[src/rtl/uart_fifo_ctrl.sv]
// uart_fifo_ctrl: circular FIFO between the UART shifters and the CPU register interface.
// Latency: pop/peek data is registered (valid the cycle after the op). Status flags come
// straight from the registered count. Full policy: overwrite oldest (full_mode=0) or drop new (1).
// Optional: define UART_FIFO_DROP_CNT_EN to add the 16-bit saturating drop_cnt output.
module uart_fifo_ctrl #(
  parameter int              WIDTH     = 32,
  parameter int              DEPTH     = 16,
  parameter logic [WIDTH-1:0] EMPTY_VAL = {WIDTH{1'b1}},
  parameter int              AFULL_LVL = DEPTH - 2
) (
  input  logic                       clk,
  input  logic                       reset,
  input  logic                       wr_en,
  input  logic [WIDTH-1:0]           wr_data,
  input  logic                       full_mode,
  input  logic [1:0]                 rd_op,
  input  logic                       overflow_clr,
  output logic [WIDTH-1:0]           rd_data,
  output logic                       rd_valid,
  output logic [$clog2(DEPTH+1)-1:0] count,
  output logic                       empty,
  output logic                       full,
  output logic                       almost_full,
  output logic                       overflow
`ifdef UART_FIFO_DROP_CNT_EN
  ,
  output logic [15:0]                drop_cnt
`endif
);

  localparam int AW = $clog2(DEPTH);
  localparam int CW = $clog2(DEPTH + 1);

  localparam logic [1:0] OP_IDLE  = 2'b00;
  localparam logic [1:0] OP_POP   = 2'b01;
  localparam logic [1:0] OP_PEEK  = 2'b10;
  localparam logic [1:0] OP_FLUSH = 2'b11;

  logic [WIDTH-1:0] mem [DEPTH];
  logic [AW-1:0]    wr_ptr;
  logic [AW-1:0]    rd_ptr;

  logic is_pop;
  logic is_peek;
  logic is_flush;
  logic pop_ok;
  logic wr_store;
  logic wr_evict;
  logic wr_lost;

  // Pointers wrap explicitly so non-power-of-two depths work.
  function automatic logic [AW-1:0] ptr_inc(input logic [AW-1:0] p);
    return (p == AW'(DEPTH - 1)) ? '0 : p + AW'(1);
  endfunction

  // Status flags decoded from the registered occupancy.
  always_comb begin
    empty       = (count == '0);
    full        = (count == CW'(DEPTH));
    almost_full = (count >= CW'(AFULL_LVL));
  end

  // Decode the read op and classify this cycle's write.
  // A pop on a full FIFO frees a slot, so a same-cycle write is never lost.
  always_comb begin
    is_pop   = (rd_op == OP_POP);
    is_peek  = (rd_op == OP_PEEK);
    is_flush = (rd_op == OP_FLUSH);
    pop_ok   = is_pop && !empty;
    wr_lost  = wr_en && !is_flush && full && !pop_ok;
    wr_evict = wr_lost && !full_mode;
    wr_store = wr_en && !is_flush && (!full || pop_ok || !full_mode);
  end

  // Storage array; deliberately not cleared by reset.
  always_ff @(posedge clk) begin
    if (!reset && wr_store) begin
      mem[wr_ptr] <= wr_data;
    end
  end

  // Pointer and occupancy bookkeeping; an eviction moves rd_ptr with wr_ptr.
  always_ff @(posedge clk) begin
    if (reset || is_flush) begin
      wr_ptr <= '0;
      rd_ptr <= '0;
      count  <= '0;
    end else begin
      if (wr_store) begin
        wr_ptr <= ptr_inc(wr_ptr);
      end
      if (pop_ok || wr_evict) begin
        rd_ptr <= ptr_inc(rd_ptr);
      end
      case ({wr_store && !wr_evict, pop_ok})
        2'b10:   count <= count + CW'(1);
        2'b01:   count <= count - CW'(1);
        default: count <= count;
      endcase
    end
  end

  // Registered read port: pop and peek share the path, flush and idle only drop valid.
  always_ff @(posedge clk) begin
    if (reset) begin
      rd_data  <= '0;
      rd_valid <= 1'b0;
    end else if (is_pop || is_peek) begin
      rd_data  <= empty ? EMPTY_VAL : mem[rd_ptr];
      rd_valid <= !empty;
    end else begin
      rd_valid <= 1'b0;
    end
  end

  // Sticky overflow; a new loss in the same cycle beats the clear.
  always_ff @(posedge clk) begin
    if (reset) begin
      overflow <= 1'b0;
    end else if (wr_lost) begin
      overflow <= 1'b1;
    end else if (overflow_clr) begin
      overflow <= 1'b0;
    end
  end

`ifdef UART_FIFO_DROP_CNT_EN
  // Saturating count of lost words; a clear coinciding with a loss leaves 1.
  always_ff @(posedge clk) begin
    if (reset) begin
      drop_cnt <= '0;
    end else if (overflow_clr) begin
      drop_cnt <= wr_lost ? 16'd1 : 16'd0;
    end else if (wr_lost && drop_cnt != 16'hFFFF) begin
      drop_cnt <= drop_cnt + 16'd1;
    end
  end
`endif

  // OP_IDLE needs no action beyond the defaults above.
  logic unused_idle;
  always_comb unused_idle = (rd_op == OP_IDLE);

endmodule

[config.mk]
export PLATFORM = sky130hd
export DESIGN_NAME = uart_fifo_ctrl
export DESIGN_NICKNAME = d
export VERILOG_FILES = /design/src/rtl/uart_fifo_ctrl.sv
export SDC_FILE = /design/constraint.sdc
export NUM_CORES = 1
export LEC_CHECK = 0
export ABC_AREA = 1
export CAP_MARGIN = 20
export CORE_MARGIN = 2
export CORE_UTILIZATION = 35
export DETAILED_ROUTE_END_ITERATION = 8
export GPL_TIMING_DRIVEN = 0
export HOLD_SLACK_MARGIN = 0.02
export MAX_ROUTING_LAYER = met4
export PLACE_DENSITY = 0.53
export SLEW_MARGIN = 25
export SYNTH_ARGS = -nofsm -noshare
export SYNTH_HDL_FRONTEND = slang
export SYNTH_SLANG_ARGS = --single-unit
[constraint.sdc]
create_clock -name clk -period 6 [get_ports clk]
set_input_delay 1.2 -clock clk [delete_from_list [all_inputs] [get_ports clk]]
set_output_delay 1.2 -clock clk [all_outputs]
set_load 0.03 [all_outputs]
**After elaboration in Yosys (flattened, before gate mapping)**

Memories as Yosys holds them, arrays and structs flattened. A register that Yosys moved wholly into a read port is not among the register bits.
Index checks and enable logic that the tools add are counted.

- Magnitude comparators: 1
- Muxes and demuxes: 10
- Equality and inequality tests: 8
- Reduce and logical (&&, ||, !) cells: 24
- Bitwise operators: 1
- $add $sub $neg: 4

Operators with widths:

| cell | number |
|---|---|
| two-way mux 32 bit | 1 |
| two-way mux 4 bit | 4 |
| case mux 5 bit (2 select lines) | 1 |
| adder 4 x 1 -> 4 bit, second input constant | 2 |
| == test 4 bit, second input constant | 2 |
| logical AND 1 bit | 8 |
| zero test 1 bit | 7 |
| == test 2 bit, second input constant | 3 |
| adder 5 x 1 -> 5 bit, second input constant | 1 |
| == test 5 bit, second input constant | 1 |
| >= comparator 5 x 4 -> 1 bit, second input constant | 1 |
| zero test 5 bit | 1 |
| logical OR 1 bit | 5 |
| subtractor 5 x 1 -> 5 bit, second input constant | 1 |
| == test 2 x 1 -> 1 bit, second input constant | 2 |
| two-way mux 1 bit | 4 |
| nonzero test 2 bit | 2 |
| OR reduction 2 bit | 1 |
| inverter 1 bit | 1 |

- Logic and storage cells: 55
- Register bits: 47
- Input bits: 39
- Memory bits (writable): 512
- Memories: 1
- Output and inout bits: 42

Memories:

| name | words | bits a word | read ports | clocked after Yosys merged registers in | wr ports | line | source |
|---|---|---|---|---|---|---|---|
| mem | 16 | 32 | 1 | 1 | 1 | 39 | `logic [WIDTH-1:0] mem [DEPTH];` |

**Depth between registers and ports, before layout**

- Depth after elaboration: 10
- Depth in mapped cells: 12
- Depth with buffers taken out: 11

**Least setup slack after synthesis**

OpenSTA, ideal clock, no wires.

- Kind: input to register
- Start: input port rd_op[0]
- End: memory mem[0][0], enable pin
- Arrival time: 3381 ps
- Path slack: 2198 ps
- Library setup time: 421 ps
- Buffers on the path: 0
- Data required time: 5579 ps
- Stages: 6
- Cells stage by stage: ha_1 > nor2_1 > nand2_2 > nor2_1 > nand2_1 > nor2_1

- Cells in the longest elaborated chain, start to end: 8

RTL lines:

| what | line | source |
|---|---|---|
| start, declared | 16 | `input logic [1:0] rd_op,` |
| == test 2 x 1 -> 1 bit | 66 | `is_pop = (rd_op == OP_POP);` |
| logical AND 1 bit | 69 | `pop_ok = is_pop && !empty;` |
| logical OR 1 bit (2 in a row) | 72 | `wr_store = wr_en && !is_flush && (!full \|\| pop_ok \|\| !full_mode);` |
| logical AND 1 bit * | 72 |  |
| logical AND 1 bit * | 77 | `if (!reset && wr_store) begin` |
| two-way mux 1 bit * | 77 |  |
| two-way mux 1 bit (implied by the code) * | 78 | `mem[wr_ptr] <= wr_data;` |
| end, declared | 39 |  |

Every way passes the cells marked *; elsewhere a longest branch is shown, timed or not.

**Worst setup path in the final report**

- Start: input port rd_op[0]
- End: memory mem[15][26], enable pin

Same word-level chain as after synthesis.

==> metrics.txt <==
Seq/Total Area, Yosys between 60% and 70%; starting utilization of the core area between 30% and 40%; Worst slew margin between 20% and 30%; maximum net fanout on the critical path 17; via/cell ratio about 4.8; cell area after technology mapping about 24000 sq um; classification of the worst-slack hold path reg2reg; number of hold-slack violations in the final timing report 0; Final Instance Area ~29000 sq um; nature of the critical path endpoint flip-flop; post-layout min period approximately 3500 ps; endpoint required time on the critical path between 6000 and 7000 ps; hpwl dp around 45000 um; Max Slew Vio Count 0; Clock Skew ~24 ps; core occupancy in the finished layout a little over two fifths; net count after synthesis about 2400; number of violations reported at the end of detailed-routing iteration 0 about 1400; number of setup violations in the final report 0; max-capacitance violation count 0; Crit Path Class in2reg; Area after DPL ~27000 sq um; final-stage net count 2540; Pwr per Cell Area approximately 300 nW/um^2; later-pin clock latency in the skew report 630 ps; Max Clk Rate 288 MHz; Detailed Route WL between 60000 and 70000 um; clock slew seen by the registers of the worst setup and hold paths ~60 ps; Antenna Violating Nets Remaining 0; ranking of synthesized cells by instance count sky130_fd_sc_hd__nand2_1, sky130_fd_sc_hd__edfxtp_1, sky130_fd_sc_hd__nand3_1; TritonRoute pass-1 iters 5; Worst Tran Pin Value approximately 1100 ps; cell at the root of the clock tree sky130_fd_sc_hd__clkbuf_16; Floorplan Core Area ~68000 sq um; clock tree from TritonCTS built; remaining routing DRC violations 0; post-synthesis register bit count between 500 and 600; portion of synthesized cell area occupied by the leading cell type approximately 64%; Top-Level Pins 81; cell count after synthesis between 2000 and 2500; Die Span X about 270 um; Post-CTS Setup Repair Bufs 0; row count 96; main flop type after synthesis sky130_fd_sc_hd__edfxtp_1; outcome complete, no violations; Final GP Congestion around 0.8; routed wirelength normalized by instance count 20.0 um; total CTS buffers 58; top-count cell post-synth sky130_fd_sc_hd__nand2_1; Port Buf Inserts slightly below 80; Remaining Overflow, GRT 0; data arrival time of the critical path ~3800 ps; mean area per synthesized cell 10.3 sq um; Peak VDD IR about 0.19 mV; period utilisation layout around 58%; reported leakage power about 12 nW; pin count of the biggest net entering global routing 18; fraction of layout instances using a drive strength above 1 ~8.4%; die height ~270 um; vias in the first global route about 16000; Yosys Warn Count 0; post-synthesis async set-or-reset flop share 0%; count of distinct cell types in the synthesized netlist 31; overall fraction of global-route tracks in use about a fifth; Resized Gates After CTS 0; initial antenna violation count 0; area of the die 70700 sq um; wire length of the first global-routing pass approximately 100000 um; hold buffer count at cts 0; diodes inserted 0; largest buffer count on any clock path 3; Layout Area Growth over Synthesis 18.8%; RSZ-0062 raised after global routing no; via count approximately 16000; critical path startpoint category primary input; H-tree depth reported by CTS 2; Power, Total about 0.0087 W; sinks on the clock net 563; count of flip-flops with a built-in enable after synthesis just over 500; library cell with the largest summed area after synthesis sky130_fd_sc_hd__edfxtp_1; largest cells by area after synthesis sky130_fd_sc_hd__edfxtp_1, sky130_fd_sc_hd__nand2_1, sky130_fd_sc_hd__nand3_1
## per-layer routing
| layer | vias up | wire length, um | global-route usage, % |
|---|---|---|---|
| li1 | 7870 | - | - |
| met1 | 7952 | 29900 | 26.7 |
| met2 | 528 | 32400 | 32.1 |
| met3 | 86 | 4620 | 3.09 |
| met4 | 0 | 1330 | 4.69 |
| met5 | - | 0 | - |
## placed cells by master (no fill, tap or decap), types with 2 or more instances in the layout
cell	count
sky130_fd_sc_hd__clkinv_4	2
sky130_fd_sc_hd__nor2_1	14
sky130_fd_sc_hd__clkbuf_1	39
sky130_fd_sc_hd__nand2_1	828
sky130_fd_sc_hd__bufinv_16	6
sky130_fd_sc_hd__clkbuf_16	58
sky130_fd_sc_hd__buf_12	7
sky130_fd_sc_hd__xor2_1	5
sky130_fd_sc_hd__nor2_2	2
sky130_fd_sc_hd__edfxtp_1	512
sky130_fd_sc_hd__nand3_1	362
sky130_fd_sc_hd__buf_16	18
sky130_fd_sc_hd__buf_6	26
sky130_fd_sc_hd__buf_1	15
sky130_fd_sc_hd__o21ai_0	5
sky130_fd_sc_hd__clkinv_1	10
sky130_fd_sc_hd__inv_6	3
sky130_fd_sc_hd__clkinv_2	11
sky130_fd_sc_hd__inv_1	340
sky130_fd_sc_hd__xnor2_1	2
sky130_fd_sc_hd__buf_4	11
sky130_fd_sc_hd__nor2_4	16
sky130_fd_sc_hd__dfxtp_1	51
sky130_fd_sc_hd__ha_1	11
sky130_fd_sc_hd__clkdlybuf4s50_1	79
sky130_fd_sc_hd__buf_2	41
sky130_fd_sc_hd__nand4_1	2
sky130_fd_sc_hd__a21oi_1	44
sky130_fd_sc_hd__o211ai_1	2
sky130_fd_sc_hd__inv_2	2
## cells by family after synthesis
family / count (synthesis) / share of synthesized area (%)
adder cells (fa/ha/maj): 12 / 0.656
AND/OR/NAND/NOR: 1228 / 21.2
AO/OA/AOI/OAI: 53 / 1.15
XOR/XNOR: 7 / 0.255
buffers and inverters: 462 / 8.48
flip-flops: 563 / 68.3
## worst max-delay path: stages
cell                              delay (ps)
sky130_fd_sc_hd__clkdlybuf4s50_1         440
sky130_fd_sc_hd__ha_1                    230
sky130_fd_sc_hd__nor2_1                  300
sky130_fd_sc_hd__nand2_2                 160
sky130_fd_sc_hd__inv_1                   140
sky130_fd_sc_hd__nand3_1                 330
sky130_fd_sc_hd__nor2_4                  690
sky130_fd_sc_hd__buf_12                  270
## where the power goes
part / total [W] / internal (W) / switching, W
logic: 0.000738 / 0.000241 / 0.000497
registers: 0.00436 / 0.00433 / 0.0000304
clock network: 0.00356 / 0.00205 / 0.00151
## state kept, by name, summed over array words and instances (netlist names), named ones only
signal    count
rd_ptr        4
wr_ptr        4
count         5
rd_valid      1
rd_data      32
mem         512
overflow      1
## per-stage QoR
step	instances	hold slack (ps)	TNS (ps)	setup WS, ps
after detailed placement	3311	458	0	1870
after CTS	3418	466	0	2540
after floorplan	2325	490	0	2200
after global routing	3418	503	0	2360
final	3418	463	0	2520
after global placement	3286	456	-45200	-274
## cell type report
class / instances / area (sq um)
fill: 6459 / 39700
sequential: 563 / 16400
multi-input combinational: 1300 / 5700
clock buffer: 75 / 1530
timing repair buffer: 104 / 1430
inverter: 345 / 1300
tap: 882 / 1100
buffer: 117 / 738
clock inverter: 32 / 332
## worst paths after layout
check | from | depth (start not counted) | slack, ps | end
setup / recovery | rd_op[0] | 8 | 2520 | mem[15][26]$_DFFE_PP_
hold / removal | overflow$_SDFFE_PP0P_ | 2 | 460 | overflow$_SDFFE_PP0P_
setup reg to reg | count[1]$_SDFFE_PP0P_ | 9 | 3260 | mem[15][26]$_DFFE_PP_
hold reg to reg | overflow$_SDFFE_PP0P_ | 2 | 460 | overflow$_SDFFE_PP0P_
Note: power is estimated with default switching activity, not from simulation.
